## src/rtl/psum_act_writeback_pkg.sv

```systemverilog
// Shared constants, FSM encoding and FIFO entry type for the psum activation/writeback block.
package psum_act_writeback_pkg;
    localparam int LANES      = 10;
    localparam int PSUM_W     = 16;
    localparam int OUT_W      = 8;
    localparam int ALPHA_FRAC = 6;
    localparam int OUT_SHIFT  = 8;
    localparam int FIFO_DEPTH = 4;
    localparam int ADDR_W     = 16;
    localparam int CNT_W      = 16;

    localparam int STREAM_W = 176;
    localparam int PSUM_LSB = 16;
    localparam int ROW_LSB  = 8;
    localparam int COL_LSB  = 0;

    localparam int SUM_W = PSUM_W + 1;
    localparam int ACT_W = SUM_W + OUT_W;
    localparam int PTR_W = $clog2(FIFO_DEPTH);
    localparam int FCNT_W = PTR_W + 1;

    typedef enum logic [2:0] {
        ST_IDLE  = 3'd0,
        ST_RUN   = 3'd1,
        ST_DRAIN = 3'd2,
        ST_DONE  = 3'd3
    } wb_state_e;

    typedef struct packed {
        logic [ADDR_W-1:0]        addr;
        logic [LANES*OUT_W-1:0]   data;
    } wr_entry_t;
endpackage

```

## src/rtl/psum_act_writeback_if.sv

```systemverilog
// Input psum stream plus output-buffer write port; slave is the writeback block's view.
interface psum_act_writeback_if;
    import psum_act_writeback_pkg::*;

    logic                     s_valid;
    logic                     s_ready;
    logic [STREAM_W-1:0]      s_data;
    logic                     wr_en;
    logic                     wr_ready;
    logic [ADDR_W-1:0]        wr_addr;
    logic [LANES*OUT_W-1:0]   wr_data;

    modport slave  (input  s_valid, s_data, wr_ready,
                    output s_ready, wr_en, wr_addr, wr_data);
    modport master (output s_valid, s_data, wr_ready,
                    input  s_ready, wr_en, wr_addr, wr_data);
endinterface

```

## src/rtl/psum_act_writeback_prelu_q_lane.sv

```systemverilog
// One lane: bias add (S1), PReLU (S2), round + int8 saturate (S3, combinational into the FIFO write).
module prelu_q_lane
    import psum_act_writeback_pkg::*;
(
    input  logic                     clk,
    input  logic signed [PSUM_W-1:0] psum,
    input  logic signed [PSUM_W-1:0] bias,
    input  logic signed [OUT_W-1:0]  alpha,
    output logic signed [OUT_W-1:0]  q
);
    localparam logic signed [ACT_W-1:0] RND   = ACT_W'(1 << (OUT_SHIFT - 1));
    localparam logic signed [ACT_W-1:0] Q_MAX = ACT_W'(127);
    localparam logic signed [ACT_W-1:0] Q_MIN = -ACT_W'(128);

    logic signed [SUM_W-1:0] sum_d, sum_q;
    logic signed [ACT_W-1:0] act_d, act_q, prod, shifted;

    always_comb begin
        sum_d   = {psum[PSUM_W-1], psum} + {bias[PSUM_W-1], bias};
        prod    = ACT_W'(sum_q) * ACT_W'(alpha);
        act_d   = sum_q[SUM_W-1] ? (prod >>> ALPHA_FRAC) : ACT_W'(sum_q);
        // Adding half an LSB before the floor shift gives round-half-up.
        shifted = (act_q + RND) >>> OUT_SHIFT;
        if (shifted > Q_MAX)      q = Q_MAX[OUT_W-1:0];
        else if (shifted < Q_MIN) q = Q_MIN[OUT_W-1:0];
        else                      q = shifted[OUT_W-1:0];
    end

    always_ff @(posedge clk) begin
        sum_q <= sum_d;
        act_q <= act_d;
    end
endmodule

```

## src/rtl/psum_act_writeback.sv

```systemverilog
// Bias/PReLU/int8 writeback: 3-stage lane pipeline feeding a small write FIFO, tile FSM counts beats.
module psum_act_writeback
    import psum_act_writeback_pkg::*;
(
    input  logic                      clk,
    input  logic                      rst,
    input  logic                      start,
    input  logic [CNT_W-1:0]          expected_cnt,
    input  logic [ADDR_W-1:0]         out_base_addr,
    input  logic [7:0]                out_wid,
    input  logic [LANES*PSUM_W-1:0]   bias,
    input  logic [LANES*OUT_W-1:0]    alpha,
    output logic                      busy,
    output logic                      done,
    psum_act_writeback_if.slave       bus
);
    wb_state_e                   state_q, state_d;
    logic [CNT_W-1:0]            exp_q, exp_d, acc_q, acc_d, wcnt_q, wcnt_d;
    logic [ADDR_W-1:0]           base_q, base_d, addr1_q, addr1_d, addr2_q;
    logic [7:0]                  wid_q, wid_d;
    logic [1:0]                  vld_pipe_q;
    logic [PTR_W-1:0]            wptr_q, wptr_d, rptr_q, rptr_d;
    logic [FCNT_W-1:0]           fcnt_q, fcnt_d, occ;
    logic                        busy_q, busy_d, done_q, done_d;
    logic                        accept, fire, push;
    logic [LANES-1:0][OUT_W-1:0] lane_q;
    wr_entry_t                   fifo_q [FIFO_DEPTH];
    wr_entry_t                   head;

    for (genvar k = 0; k < LANES; k++) begin : g_lane
        prelu_q_lane u_lane (
            .clk   (clk),
            .psum  (bus.s_data[PSUM_LSB + PSUM_W*k +: PSUM_W]),
            .bias  (bias[PSUM_W*k +: PSUM_W]),
            .alpha (alpha[OUT_W*k +: OUT_W]),
            .q     (lane_q[k])
        );
    end

    // Credit check counts beats still in the pipe, so the FIFO can never overflow.
    assign occ          = FCNT_W'(vld_pipe_q[0]) + FCNT_W'(vld_pipe_q[1]);
    assign bus.s_ready  = (state_q == ST_RUN) && (fcnt_q + occ < FCNT_W'(FIFO_DEPTH)) && (acc_q < exp_q);
    assign bus.wr_en    = (fcnt_q != '0);
    assign head         = fifo_q[rptr_q];
    assign bus.wr_addr  = bus.wr_en ? head.addr : '0;
    assign bus.wr_data  = bus.wr_en ? head.data : '0;
    assign busy         = busy_q;
    assign done         = done_q;

    always_comb begin
        accept  = bus.s_valid & bus.s_ready;
        fire    = bus.wr_en & bus.wr_ready;
        push    = vld_pipe_q[1];
        state_d = state_q;
        exp_d   = exp_q;
        base_d  = base_q;
        wid_d   = wid_q;
        acc_d   = acc_q + CNT_W'(accept);
        wcnt_d  = wcnt_q + CNT_W'(fire);
        addr1_d = base_q + 16'(bus.s_data[ROW_LSB +: 8]) * 16'(wid_q) + 16'(bus.s_data[COL_LSB +: 8]);
        wptr_d  = wptr_q + PTR_W'(push);
        rptr_d  = rptr_q + PTR_W'(fire);
        fcnt_d  = fcnt_q + FCNT_W'(push) - FCNT_W'(fire);
        case (state_q)
            ST_IDLE: if (start) begin
                exp_d   = expected_cnt;
                base_d  = out_base_addr;
                wid_d   = out_wid;
                acc_d   = '0;
                wcnt_d  = '0;
                state_d = (expected_cnt == '0) ? ST_DONE : ST_RUN;
            end
            ST_RUN:   if (acc_q == exp_q) state_d = ST_DRAIN;
            // Looking at the post-write count lets done follow the last write by one cycle.
            ST_DRAIN: if (wcnt_d == exp_q) state_d = ST_DONE;
            ST_DONE:  state_d = ST_IDLE;
            default:  state_d = ST_IDLE;
        endcase
        busy_d = (state_d != ST_IDLE);
        done_d = (state_d == ST_DONE);
    end

    always_ff @(posedge clk) begin
        if (rst) begin
            state_q    <= ST_IDLE;
            exp_q      <= '0;
            base_q     <= '0;
            wid_q      <= '0;
            acc_q      <= '0;
            wcnt_q     <= '0;
            vld_pipe_q <= '0;
            wptr_q     <= '0;
            rptr_q     <= '0;
            fcnt_q     <= '0;
            busy_q     <= 1'b0;
            done_q     <= 1'b0;
        end else begin
            state_q    <= state_d;
            exp_q      <= exp_d;
            base_q     <= base_d;
            wid_q      <= wid_d;
            acc_q      <= acc_d;
            wcnt_q     <= wcnt_d;
            vld_pipe_q <= {vld_pipe_q[0], accept};
            wptr_q     <= wptr_d;
            rptr_q     <= rptr_d;
            fcnt_q     <= fcnt_d;
            busy_q     <= busy_d;
            done_q     <= done_d;
        end
    end

    always_ff @(posedge clk) begin
        addr1_q <= addr1_d;
        addr2_q <= addr1_q;
        if (push) fifo_q[wptr_q] <= '{addr: addr2_q, data: lane_q};
    end
endmodule

```

## src/flat_wrapper.sv

```systemverilog
// flat-port wrapper written by rule: the top's interface ports become plain ports
module psum_act_writeback_flat import psum_act_writeback_pkg::*;
  (clk, rst, start, expected_cnt, out_base_addr, out_wid, bias, alpha, busy, done, bus_s_valid, bus_s_data, bus_wr_ready, bus_s_ready, bus_wr_en, bus_wr_addr, bus_wr_data);
  psum_act_writeback_if bus_i ();
  input  logic clk;
  input  logic rst;
  input  logic start;
  input  logic [CNT_W-1:0] expected_cnt;
  input  logic [ADDR_W-1:0] out_base_addr;
  input  logic [7:0] out_wid;
  input  logic [LANES*PSUM_W-1:0] bias;
  input  logic [LANES*OUT_W-1:0] alpha;
  output logic busy;
  output logic done;
  input wire logic [$bits(bus_i.s_valid)-1:0] bus_s_valid;
  input wire logic [$bits(bus_i.s_data)-1:0] bus_s_data;
  input wire logic [$bits(bus_i.wr_ready)-1:0] bus_wr_ready;
  output wire logic [$bits(bus_i.s_ready)-1:0] bus_s_ready;
  output wire logic [$bits(bus_i.wr_en)-1:0] bus_wr_en;
  output wire logic [$bits(bus_i.wr_addr)-1:0] bus_wr_addr;
  output wire logic [$bits(bus_i.wr_data)-1:0] bus_wr_data;
  assign bus_i.s_valid = bus_s_valid;
  assign bus_i.s_data = bus_s_data;
  assign bus_i.wr_ready = bus_wr_ready;
  assign bus_s_ready = bus_i.s_ready;
  assign bus_wr_en = bus_i.wr_en;
  assign bus_wr_addr = bus_i.wr_addr;
  assign bus_wr_data = bus_i.wr_data;
  psum_act_writeback u_core (.clk(clk), .rst(rst), .start(start), .expected_cnt(expected_cnt), .out_base_addr(out_base_addr), .out_wid(out_wid), .bias(bias), .alpha(alpha), .busy(busy), .done(done), .bus(bus_i));
endmodule
```

## config.mk

```make
export PLATFORM = sky130hd
export DESIGN_NAME = psum_act_writeback_flat
export DESIGN_NICKNAME = d
export VERILOG_FILES = /design/src/rtl/psum_act_writeback_pkg.sv /design/src/rtl/psum_act_writeback_if.sv /design/src/rtl/psum_act_writeback_prelu_q_lane.sv /design/src/rtl/psum_act_writeback.sv /design/src/flat_wrapper.sv
export SDC_FILE = /design/constraint.sdc
export NUM_CORES = 2
export LEC_CHECK = 0
export BUFFER_PORTS_ARGS = -buffer_cell sky130_fd_sc_hd__buf_2
export CORE_MARGIN = 5
export CORE_UTILIZATION = 55
export DETAILED_ROUTE_END_ITERATION = 10
export PLACE_DENSITY = 0.74
export SETUP_SLACK_MARGIN = 0.1
export SKIP_LAST_GASP = 1
export SLEW_MARGIN = 20
export SYNTH_ARGS = -nofsm -noshare
export SYNTH_HDL_FRONTEND = slang
export SYNTH_SLANG_ARGS = --single-unit
```

## constraint.sdc

```tcl
create_clock -name clk -period 10.9 [get_ports clk]
set_input_delay 1.09 -clock clk [delete_from_list [all_inputs] [get_ports clk]]
set_output_delay 1.09 -clock clk [all_outputs]
set_load 0.01 [all_outputs]
```

==> results.ini <==
[critical_path]
cp_max_fo=15
crit_required_ps=11490
path_cells=buf_2 > inv_1 > fa_1 > fa_1 > inv_1 > fa_1 > inv_1 > fa_1 > inv_1 > ha_1 > a211oi_1 > nand2_1 > o22ai_1 > a21oi_1 > a2111oi_0 > o31ai_1 > a21o_1 > xor2_1 > mux2_2
arrival_ps=6280
worstSetupPathType=in2reg
crit_buf_inv=5
endpoint_kind=flop
reg2reg_depth=18
crit_family=adder cells
start_kind=input port
critical_path_depth=19
slowest_delay_ps=720
slowest_stage=a2111oi_0

[global_routing]
grt_pass1_wl_um=310300
grtUsageTotal=0.2421
antenna_found_initial=19
grt_pass1_vias=61519
grt_max_degree=63
gr-total-overflow=0

[sta]
fin_tns_setup_ps=0
clock_skew_ps=44.23
max_slew.worst_pin.slew_ps=1003
period_share=0.5219
report.final.slew_viol_count=0
finalHoldViolCount=0
grt_setup_unrepaired=false
relSlewSlack=0.3315
fin_ws_ps=5212
period_needed_ps=5688
setup_viol=0
fmax_ghz=0.1758

[yosys]
postSynthAreaPerCell_um2=10.10
synthMuxAreaShare=0.03722
synth-main-ff-cell=dfxtp_1
synth_xor_area_frac=0.04458
yosys.area_share.adder=0.3834
ys.warnings.count=0
synth_edf_count=384
synth_cell_types=79
yosysTopAreaCell=fa_1
yosysSeqAreaShare=0.2404
ys_ff_latch=792
synthSimpleGateAreaFrac=0.1588
synth-compound-area-share=0.05617
synth.top_cells.by_area=fa_1 28%, edfxtp_1 14%, ha_1 11%
synth_top_area_share=0.2776
syn_area_um2=81930
synth_fp_nets=10405
syn_inst=8115
synth_top_family_by_area=adder cells
ys_async_sr_fraction=0

[place]
place.gp.congestion=0.8958
pre_cts_slack_ps=4540
hpwl_um=146900
port_buffers=560

[power_and_ir_drop]
p_leak_nw=41.99
p_per_area_nw_per_um2=308.4
peakVddDrop_mv=0.2733

[route]
routed_wl_um=186300
antenna_left=0
wl_per_cell_um=17.50
drc_errors=0
first_iter_violations=3193
dr_total_vias=57114
firstDrtPassIters=6
viasPerCell=5.365

[finish]
fin_nets=10916
drive_gt1_frac=0.1081
seq_area_um2=19710
nFillCells=12188
multi_input_area_um2=55770
area_delta_synth_final_pct=9.712

[cts]
h-tree-depth=3
clockBufferDepth=3
post_cts_buffers=0
cts_tree=yes
cts_hold_buffers=0
cts_sinks=792
clk_latency_ps=710
clkTransAtPathRegs_ps=60
cts_buffers=92
cts_root_buf=clkbuf_16
post_cts_resized=0

[die]
die_h_um=396.0
initial_core_util=0.5542
ios=561
die_w_um=396.0
dieArea_um2=156800
core_um2=147800
std_cell_rows=141

[job]
cap_violations=0

[worst_hold_path]
hold_depth=0
min-delay-path-class=reg2reg

[run_status]
status=finished clean

==> synth_stat cells, drive strengths merged (12+ instances only) <==
master and count:
xor2 129, nor3 92, ha 693, inv 1572
a31oi 29, nand2 465, o21bai 25, mux4 96
a2111oi 25, a211oi 16, fa 1136, o31ai 15
nand2b 48, and2 1123, o22ai 12, and3 76
or3 30, dfxtp 408, o21ai 175, nand4 20
o41ai 16, nand3 150, a21oi 228, clkbuf 131
nor2b 47, buf 29, o211ai 15, a21o 54
mux2 74, nor2 358, edfxtp 384, xnor2 288
o21a 41
==> final timing paths <==
check | start | slack [ps] | endpoint
hold reg to reg | u_core.addr1_q[1] | 320 | u_core.addr2_q[1]
hold / removal | u_core.addr1_q[1] | 320 | u_core.addr2_q[1]
setup reg to reg | u_core.g_lane[5].u_lane.sum_q[7] | 5410 | u_core.g_lane[5].u_lane.act_q[15]
setup / recovery | alpha[47] | 5210 | u_core.g_lane[5].u_lane.act_q[15]
==> flip-flops by register name, summed over array words and instances, names as in the netlist, 3 cells and up <==
name and flops:
u_core.acc_q 16, u_core.addr1_q 16, u_core.addr2_q 16, u_core.base_q 16
u_core.exp_q 16, u_core.fcnt_q 3, u_core.fifo_q 384, u_core.g_lane.u_lane.act_q 120
u_core.g_lane.u_lane.sum_q 170, u_core.state_q 3, u_core.wcnt_q 16, u_core.wid_q 8
==> per-layer routing <==
| metal | track usage | wire [um] | share of wire |
|---|---|---|---|
| met1 | 0.3155 | 77610 | 0.42 |
| met2 | 0.4252 | 92990 | 0.50 |
| met3 | 0.03500 | 11260 | 0.060 |
| met4 | 0.06433 | 4429 | 0.024 |
| met5 | 0 | 41 | 0.00022 |
==> cell families after synthesis <==
| group | Yosys count |
|---|---|
| AOI/OAI and AO/OA | 722 |
| xor gates and xnor gates | 417 |
| adders and majority gates | 1829 |
| buffers and inverters | 1732 |
| DFF | 792 |
| muxes | 175 |
| other | 1 |
| and+or+nand+nor | 2447 |
==> placed cells by master (no fill, tap or decap), types with 129 or more instances in the layout <==
master	netlist	layout
dfxtp_1	408	406
inv_1	1572	1572
xnor2_1	288	288
nand3_1	150	150
buf_2	1	560
o21ai_0	165	165
nand2_1	465	465
ha_1	693	693
edfxtp_1	384	384
and2_1	1123	1123
a21oi_1	226	226
xor2_1	129	129
fa_1	1136	1136
nor2_1	358	357
==> per-stage QoR <==
stage	power, mW	utilization	area (um2)	hold slack [ps]	instances
final	27.73	0.6080	89890	322.7	10646
after floorplan	19.97	-	81930	309.6	8115
after global routing	31.08	0.6079	89870	335.0	10639
after detailed placement	24.59	0.5866	86720	312.1	10462
after CTS	28.02	0.6078	89860	326.1	10636
after global placement	23.85	0.5866	86720	310.4	10462
==> layout make-up <==
cell class,instances,share of cell area
Antenna cell,10,0.0002784
Timing Repair Buffer,577,0.03260
Tap cell,1930,0.02686
Inverter,1572,0.06564
Clock inverter,64,0.007725
Multi-Input combinational cell,5591,0.6204
Sequential cell,792,0.2192
Clock buffer,110,0.02727
==> power breakdown <==
group / internal, mW / switching (mW) / total, mW
logic: 9.17 / 10.8 / 20.0
clock network: 1.83 / 1.34 / 3.17
registers: 3.90 / 0.661 / 4.56
==> worst register-to-register path, delay by kind of cell (launching register included) <==
kind                       cells  cell delay [ps]
muxes                          1              260
AOI/OAI and AO/OA              6             1710
adders and majority gates      5             2310
and+or+nand+nor                2              220
buffers and inverters          3              160
DFF                            1              580
xor gates and xnor gates       1              140
Power figures use the tool's default switching activity.
